==> config.mk <==
export PLATFORM = sky130hd
export DESIGN_NAME = udp_frame_rx
export DESIGN_NICKNAME = d
export VERILOG_FILES = /design/src/rtl/udp_frame_rx.sv
export SDC_FILE = /design/constraint.sdc
export NUM_CORES = 1
export LEC_CHECK = 0
export ABC_AREA = 1
export CAP_MARGIN = 25
export CORE_MARGIN = 4
export CORE_UTILIZATION = 55
export DETAILED_ROUTE_END_ITERATION = 16
export PLACE_DENSITY = 0.74
export SETUP_SLACK_MARGIN = 0.15
export SLEW_MARGIN = 10
export SYNTH_ARGS = -nofsm -noshare
export SYNTH_HDL_FRONTEND = slang
export SYNTH_SLANG_ARGS = --single-unit
==> constraint.sdc <==
create_clock -name clk -period 5.5 [get_ports clk]
set_input_delay 1.65 -clock clk [delete_from_list [all_inputs] [get_ports clk]]
set_output_delay 1.65 -clock clk [all_outputs]
set_load 0.02 [all_outputs]
==> src/rtl/udp_frame_rx.sv <==
// udp_frame_rx: byte-wide Ethernet/IPv4/UDP receiver. It filters on MAC, IP and
// port, streams the UDP payload, and gives a good/bad verdict once per frame
// using an internal CRC-32 and a frame length check.
module udp_frame_rx #(
   parameter logic [47:0] LOCAL_MAC   = 48'h02_00_00_00_00_01,
   parameter logic [31:0] LOCAL_IP    = 32'hC0A8_0164,
   parameter logic [15:0] LOCAL_PORT  = 16'd5000,
   parameter int          MAX_PAYLOAD = 1472
)(
   input  logic        clk,
   input  logic        rst,
   input  logic [7:0]  rx_data,
   input  logic        rx_valid,
   output logic [7:0]  payload_data,
   output logic        payload_valid,
   output logic        payload_last,
   output logic        frame_good,
   output logic        frame_bad,
   output logic [15:0] drop_count
);

   typedef enum logic [3:0] {
      IDLE, PREAMBLE, ETH_HDR, IP_HDR, UDP_HDR, PAYLOAD, PAD, DROP, CHECK
   } state_t;

   localparam logic [16:0] MAX_LEN     = 17'(8 + MAX_PAYLOAD);
   localparam logic [31:0] CRC_RESIDUE = 32'hDEBB20E3;

   state_t      state;
   logic [4:0]  hdr_idx;
   logic        loc_ok, bc_ok;
   logic [7:0]  hi_byte;
   logic [15:0] udp_len;
   logic [10:0] pay_rem;
   logic        pay_done, reject, suppress, sync_wait;
   logic [10:0] byte_cnt;
   logic [31:0] crc;

   logic [7:0]  exp_mac, exp_ip;
   logic [15:0] hdr_word;
   logic        hdr_bad, counting, frame_ok;
   logic [31:0] crc_nxt;

   // One reflected CRC-32 step over a whole byte, LSB first
   function automatic logic [31:0] crc_byte(input logic [31:0] c, input logic [7:0] d);
      logic [31:0] r;
      r = c ^ {24'h0, d};
      for (int i = 0; i < 8; i++)
         r = r[0] ? ((r >> 1) ^ 32'hEDB88320) : (r >> 1);
      return r;
   endfunction

   // Header field expectations and the per-byte reject decision
   always_comb begin
      exp_mac = 8'h00;
      case (hdr_idx)
         5'd0: exp_mac = LOCAL_MAC[47:40];
         5'd1: exp_mac = LOCAL_MAC[39:32];
         5'd2: exp_mac = LOCAL_MAC[31:24];
         5'd3: exp_mac = LOCAL_MAC[23:16];
         5'd4: exp_mac = LOCAL_MAC[15:8];
         5'd5: exp_mac = LOCAL_MAC[7:0];
         default: ;
      endcase
      exp_ip = 8'h00;
      case (hdr_idx)
         5'd16: exp_ip = LOCAL_IP[31:24];
         5'd17: exp_ip = LOCAL_IP[23:16];
         5'd18: exp_ip = LOCAL_IP[15:8];
         5'd19: exp_ip = LOCAL_IP[7:0];
         default: ;
      endcase
      hdr_word = {hi_byte, rx_data};
      hdr_bad  = 1'b0;
      case (state)
         ETH_HDR:
            if (hdr_idx < 5'd6)
               hdr_bad = !(loc_ok && rx_data == exp_mac) && !(bc_ok && rx_data == 8'hFF);
            else if (hdr_idx == 5'd12)
               hdr_bad = (rx_data != 8'h08);
            else if (hdr_idx == 5'd13)
               hdr_bad = (rx_data != 8'h00);
         IP_HDR:
            if (hdr_idx == 5'd0)
               hdr_bad = (rx_data != 8'h45);
            else if (hdr_idx == 5'd9)
               hdr_bad = (rx_data != 8'h11);
            else if (hdr_idx >= 5'd16)
               hdr_bad = (rx_data != exp_ip);
         UDP_HDR:
            if (hdr_idx == 5'd3)
               hdr_bad = (hdr_word != LOCAL_PORT);
            else if (hdr_idx == 5'd5)
               hdr_bad = (hdr_word < 16'd8) || ({1'b0, hdr_word} > MAX_LEN);
         default: ;
      endcase
      counting = state inside {ETH_HDR, IP_HDR, UDP_HDR, PAYLOAD, PAD, DROP};
      crc_nxt  = crc_byte(crc, rx_data);
      frame_ok = !reject && pay_done && (crc == CRC_RESIDUE) &&
                 (byte_cnt >= 11'd64) && (byte_cnt <= 11'd1518);
   end

   // Receive FSM with registered payload stream and verdict pulses
   always_ff @(posedge clk or posedge rst) begin
      if (rst) begin
         state         <= IDLE;
         hdr_idx       <= '0;
         loc_ok        <= 1'b0;
         bc_ok         <= 1'b0;
         hi_byte       <= '0;
         udp_len       <= '0;
         pay_rem       <= '0;
         pay_done      <= 1'b0;
         reject        <= 1'b0;
         suppress      <= 1'b0;
         sync_wait     <= 1'b1;   // a frame may be in flight when reset drops
         byte_cnt      <= '0;
         crc           <= 32'hFFFFFFFF;
         payload_data  <= '0;
         payload_valid <= 1'b0;
         payload_last  <= 1'b0;
         frame_good    <= 1'b0;
         frame_bad     <= 1'b0;
         drop_count    <= '0;
      end else begin
         payload_valid <= 1'b0;
         payload_last  <= 1'b0;
         frame_good    <= 1'b0;
         frame_bad     <= 1'b0;
         if (!rx_valid) sync_wait <= 1'b0;
         if (rx_valid && counting) begin
            crc <= crc_nxt;
            if (byte_cnt != '1) byte_cnt <= byte_cnt + 11'd1;
         end
         case (state)
            IDLE: begin
               reject   <= 1'b0;
               pay_done <= 1'b0;
               suppress <= 1'b0;
               crc      <= 32'hFFFFFFFF;
               byte_cnt <= '0;
               if (rx_valid) begin
                  if (sync_wait) begin
                     // tail of a frame cut by reset: swallow it silently
                     state    <= DROP;
                     suppress <= 1'b1;
                  end else if (rx_data == 8'h55) begin
                     state <= PREAMBLE;
                  end else begin
                     state  <= DROP;
                     reject <= 1'b1;
                  end
               end
            end
            PREAMBLE: begin
               if (!rx_valid) state <= CHECK;
               else if (rx_data == 8'hD5) begin
                  state   <= ETH_HDR;
                  hdr_idx <= '0;
                  loc_ok  <= 1'b1;
                  bc_ok   <= 1'b1;
               end else if (rx_data != 8'h55) begin
                  state  <= DROP;
                  reject <= 1'b1;
               end
            end
            ETH_HDR, IP_HDR, UDP_HDR: begin
               if (!rx_valid) state <= CHECK;
               else if (hdr_bad) begin
                  state  <= DROP;
                  reject <= 1'b1;
               end else begin
                  hdr_idx <= hdr_idx + 5'd1;
                  hi_byte <= rx_data;
                  if (state == ETH_HDR && hdr_idx < 5'd6) begin
                     loc_ok <= loc_ok && (rx_data == exp_mac);
                     bc_ok  <= bc_ok && (rx_data == 8'hFF);
                  end
                  if (state == UDP_HDR && hdr_idx == 5'd5) udp_len <= hdr_word;
                  if (state == ETH_HDR && hdr_idx == 5'd13) begin
                     state   <= IP_HDR;
                     hdr_idx <= '0;
                  end
                  if (state == IP_HDR && hdr_idx == 5'd19) begin
                     state   <= UDP_HDR;
                     hdr_idx <= '0;
                  end
                  if (state == UDP_HDR && hdr_idx == 5'd7) begin
                     if (udp_len == 16'd8) begin
                        state    <= PAD;
                        pay_done <= 1'b1;
                     end else begin
                        state   <= PAYLOAD;
                        pay_rem <= 11'(udp_len - 16'd8);
                     end
                  end
               end
            end
            PAYLOAD: begin
               if (!rx_valid) state <= CHECK;
               else begin
                  payload_data  <= rx_data;
                  payload_valid <= 1'b1;
                  payload_last  <= (pay_rem == 11'd1);
                  pay_rem       <= pay_rem - 11'd1;
                  if (pay_rem == 11'd1) begin
                     state    <= PAD;
                     pay_done <= 1'b1;
                  end
               end
            end
            PAD:  if (!rx_valid) state <= CHECK;
            DROP: if (!rx_valid) state <= suppress ? IDLE : CHECK;
            CHECK: begin
               state <= IDLE;
               if (frame_ok) frame_good <= 1'b1;
               else begin
                  frame_bad <= 1'b1;
                  if (drop_count != 16'hFFFF) drop_count <= drop_count + 16'd1;
               end
            end
            default: state <= IDLE;
         endcase
      end
   end

endmodule

==> impl_metrics.json <==
{
  "max-slew-margin-rel": 0.409,
  "critPathLaunchType": "primary input",
  "hold_buffers": 0,
  "synth_cells": 969,
  "synth_edf_count": 0,
  "yosysTopAreaCellShare": 0.294,
  "overflow": 0,
  "synth_common_cells": "nand2_1 (211), inv_1 (103), nor2_1 (102)",
  "p_leak_nw": 4.00,
  "grt_first_pass_wirelength_microns": 30200,
  "ys_top_cells_by_area": "dfrtp_1 (29%), dfstp_2 (12%), nand2_1 (11%)",
  "drive_gt1_frac": 0.130,
  "place_congestion": 0.923,
  "p_per_area_nw_per_um2": 604,
  "cts_resized": 0,
  "ant_nets": 0,
  "critPathRequiredTime_ns": 5.83,
  "synth.cell_area_sq_um": 7490,
  "min_period_ns": 4.02,
  "drv_slew": 0,
  "area_growth_pct": 15.6,
  "dp_hpwl_microns": 12900,
  "port-buffer-count": 38,
  "cts_buffer_depth": 2,
  "row_count": 42,
  "drt_wl_total_microns": 17700,
  "cp.arrival_ns": 4.35,
  "end_kind": "flop",
  "post-route-drc-count": 0,
  "yosysTopAreaCell": "dfrtp_1",
  "yosys_warnings": 0,
  "synthArstFlopShare": 1.00,
  "crit_path_max_fanout": 13,
  "ys_seq_area_frac": 0.410,
  "maxCapViolations": 0,
  "cts_tree": "done",
  "core_area_sq_um": 13300,
  "cts_made_buffers": 17,
  "synth_fp_nets": 990,
  "yosysMostFrequentCell": "nand2_1",
  "timing.fmax_ghz": 0.249,
  "drt_iter0_markers": 511,
  "diodes": 0,
  "vias_per_cell": 5.37,
  "dp_slack_ns": 1.14,
  "finalHoldViolCount": 0,
  "tns_ns": 0,
  "clk_pin_slew_ns": 0.05,
  "cts_sinks": 121,
  "synth_seq_cells": 121,
  "setup_ws_ns": 1.48,
  "die_w_microns": 125,
  "initial_core_util": 0.563,
  "synthFlopType": "dfrtp_1",
  "status": "finished clean",
  "clk_latency_ns": 0.42,
  "rsz0062_at_grt": "no",
  "totalPowerFinal_w": 0.00523,
  "wl_per_cell_microns": 14.8,
  "h-tree-depth": 4,
  "die_h_microns": 125,
  "critical_path_class": "in -> reg",
  "fin_skew_ns": 0.00733,
  "min_path_type": "reg -> reg",
  "worstMarginPinSlew_ns": 0.886,
  "grt_usage": 0.237,
  "ir_drop_mv": 0.509,
  "cts_setup_buffers": 0,
  "antenna_found_initial": 0,
  "synth_cell_types": 48,
  "via_count": 6426,
  "finalCritPeriodShare": 0.732,
  "ios": 39,
  "avgSynthCellArea_sq_um": 7.73,
  "grt_max_degree": 74,
  "nets": 1030,
  "first_pass_iters": 5,
  "die_area_sq_um": 15500,
  "clockRootBuffer": "clkbuf_16",
  "setup_viol": 0,
  "grt_pass1_vias": 6154
}
-- cell families after synthesis --
group | after synthesis | share of synthesized area
adders and majority gates | 10 | 0.0167
AOI/OAI and AO/OA | 151 | 0.115
and+or+nand+nor | 447 | 0.263
buffers and inverters | 149 | 0.0806
DFF | 121 | 0.410
xor gates and xnor gates | 91 | 0.114
-- flip-flops by register name, summed over array words and instances, names as in the netlist --
name,cells
byte_cnt,11
reject,1
suppress,1
frame_good,1
payload_last,1
drop_count,16
loc_ok,1
hdr_idx,5
bc_ok,1
payload_data,8
hi_byte,8
sync_wait,1
udp_len,16
crc,32
pay_rem,11
pay_done,1
state,4
frame_bad,1
payload_valid,1
-- cell usage in the layout, fill, tap and decap left out, types with 4 or more instances in the layout --
master and count:
a21oi_1 31, a22oi_1 6, bufinv_16 5, clkbuf_16 17
clkbuf_8 4, clkdlybuf4s50_1 38, dfrtp_1 88, dfstp_2 33
ha_1 10, inv_1 102, inv_2 21, nand2_1 211
nand2_2 12, nand3_1 52, nand4_1 19, nor2_1 102
nor2_2 6, nor3_1 22, nor4_1 7, o21ai_0 61
o21ai_1 18, o21ai_2 11, o22ai_1 14, xnor2_1 18
xor2_1 67
-- worst max-delay path: stages --
cell and delay (ns):
clkdlybuf4s50_1 0.62, inv_2 0.27, nand2_1 0.08, nand2_1 0.51
inv_2 0.14, nand2_1 0.14, nand2_4 0.13, xnor2_2 0.35
inv_2 0.08, xor2_1 0.18, a22oi_1 0.19
-- worst paths after layout --
check	start	end	slack (ns)	cells after the start
setup / recovery	rx_data[0]	crc[19]	1.48	11
hold / removal	udp_len[11]	udp_len[11]	0.48	2
setup reg to reg	state[2]	crc[18]	2.66	9
hold reg to reg	udp_len[11]	udp_len[11]	0.48	2
max in group asynchronous	rst	crc[20]	2.81	3
min in group asynchronous	rst	payload_data[5]	1.76	2
-- layout make-up --
class	instances	area (sq um)
clock inverter	7	163
inverter	129	490
fill	1167	4640
clock buffer	24	492
multi-input combinational	699	3810
timing repair buffer	41	403
tap	176	220
sequential	121	3070
-- report_power, final --
group	internal, W	switching [W]	leakage (nW)
logic	0.000912	0.00156	2.17
clock network	0.000849	0.000394	0.317
registers	0.00126	0.000251	1.51
-- layer usage --
metal / vias up / GRT usage / part of all wire
met5: - / 0 / 0
met4: 0 / 0.0748 / 0.014
met3: 26 / 0.0540 / 0.054
met2: 165 / 0.353 / 0.44
met1: 3015 / 0.343 / 0.49
li1: 3220 / - / -
-- metrics by stage --
| stage | instances | hold slack (ns) | cell area, sq um | util |
|---|---|---|---|---|
| finish | 1197 | 0.484 | 8650 | 0.651 |
| global route | 1197 | 0.512 | 8650 | 0.651 |
| detailed placement | 1166 | 0.461 | 8000 | 0.601 |
| floorplan | 969 | 0.445 | 7490 | - |
| CTS | 1197 | 0.482 | 8650 | 0.651 |
| global placement | 1166 | 0.462 | 8000 | 0.601 |
No activity file was read; power rests on OpenSTA's default activity.
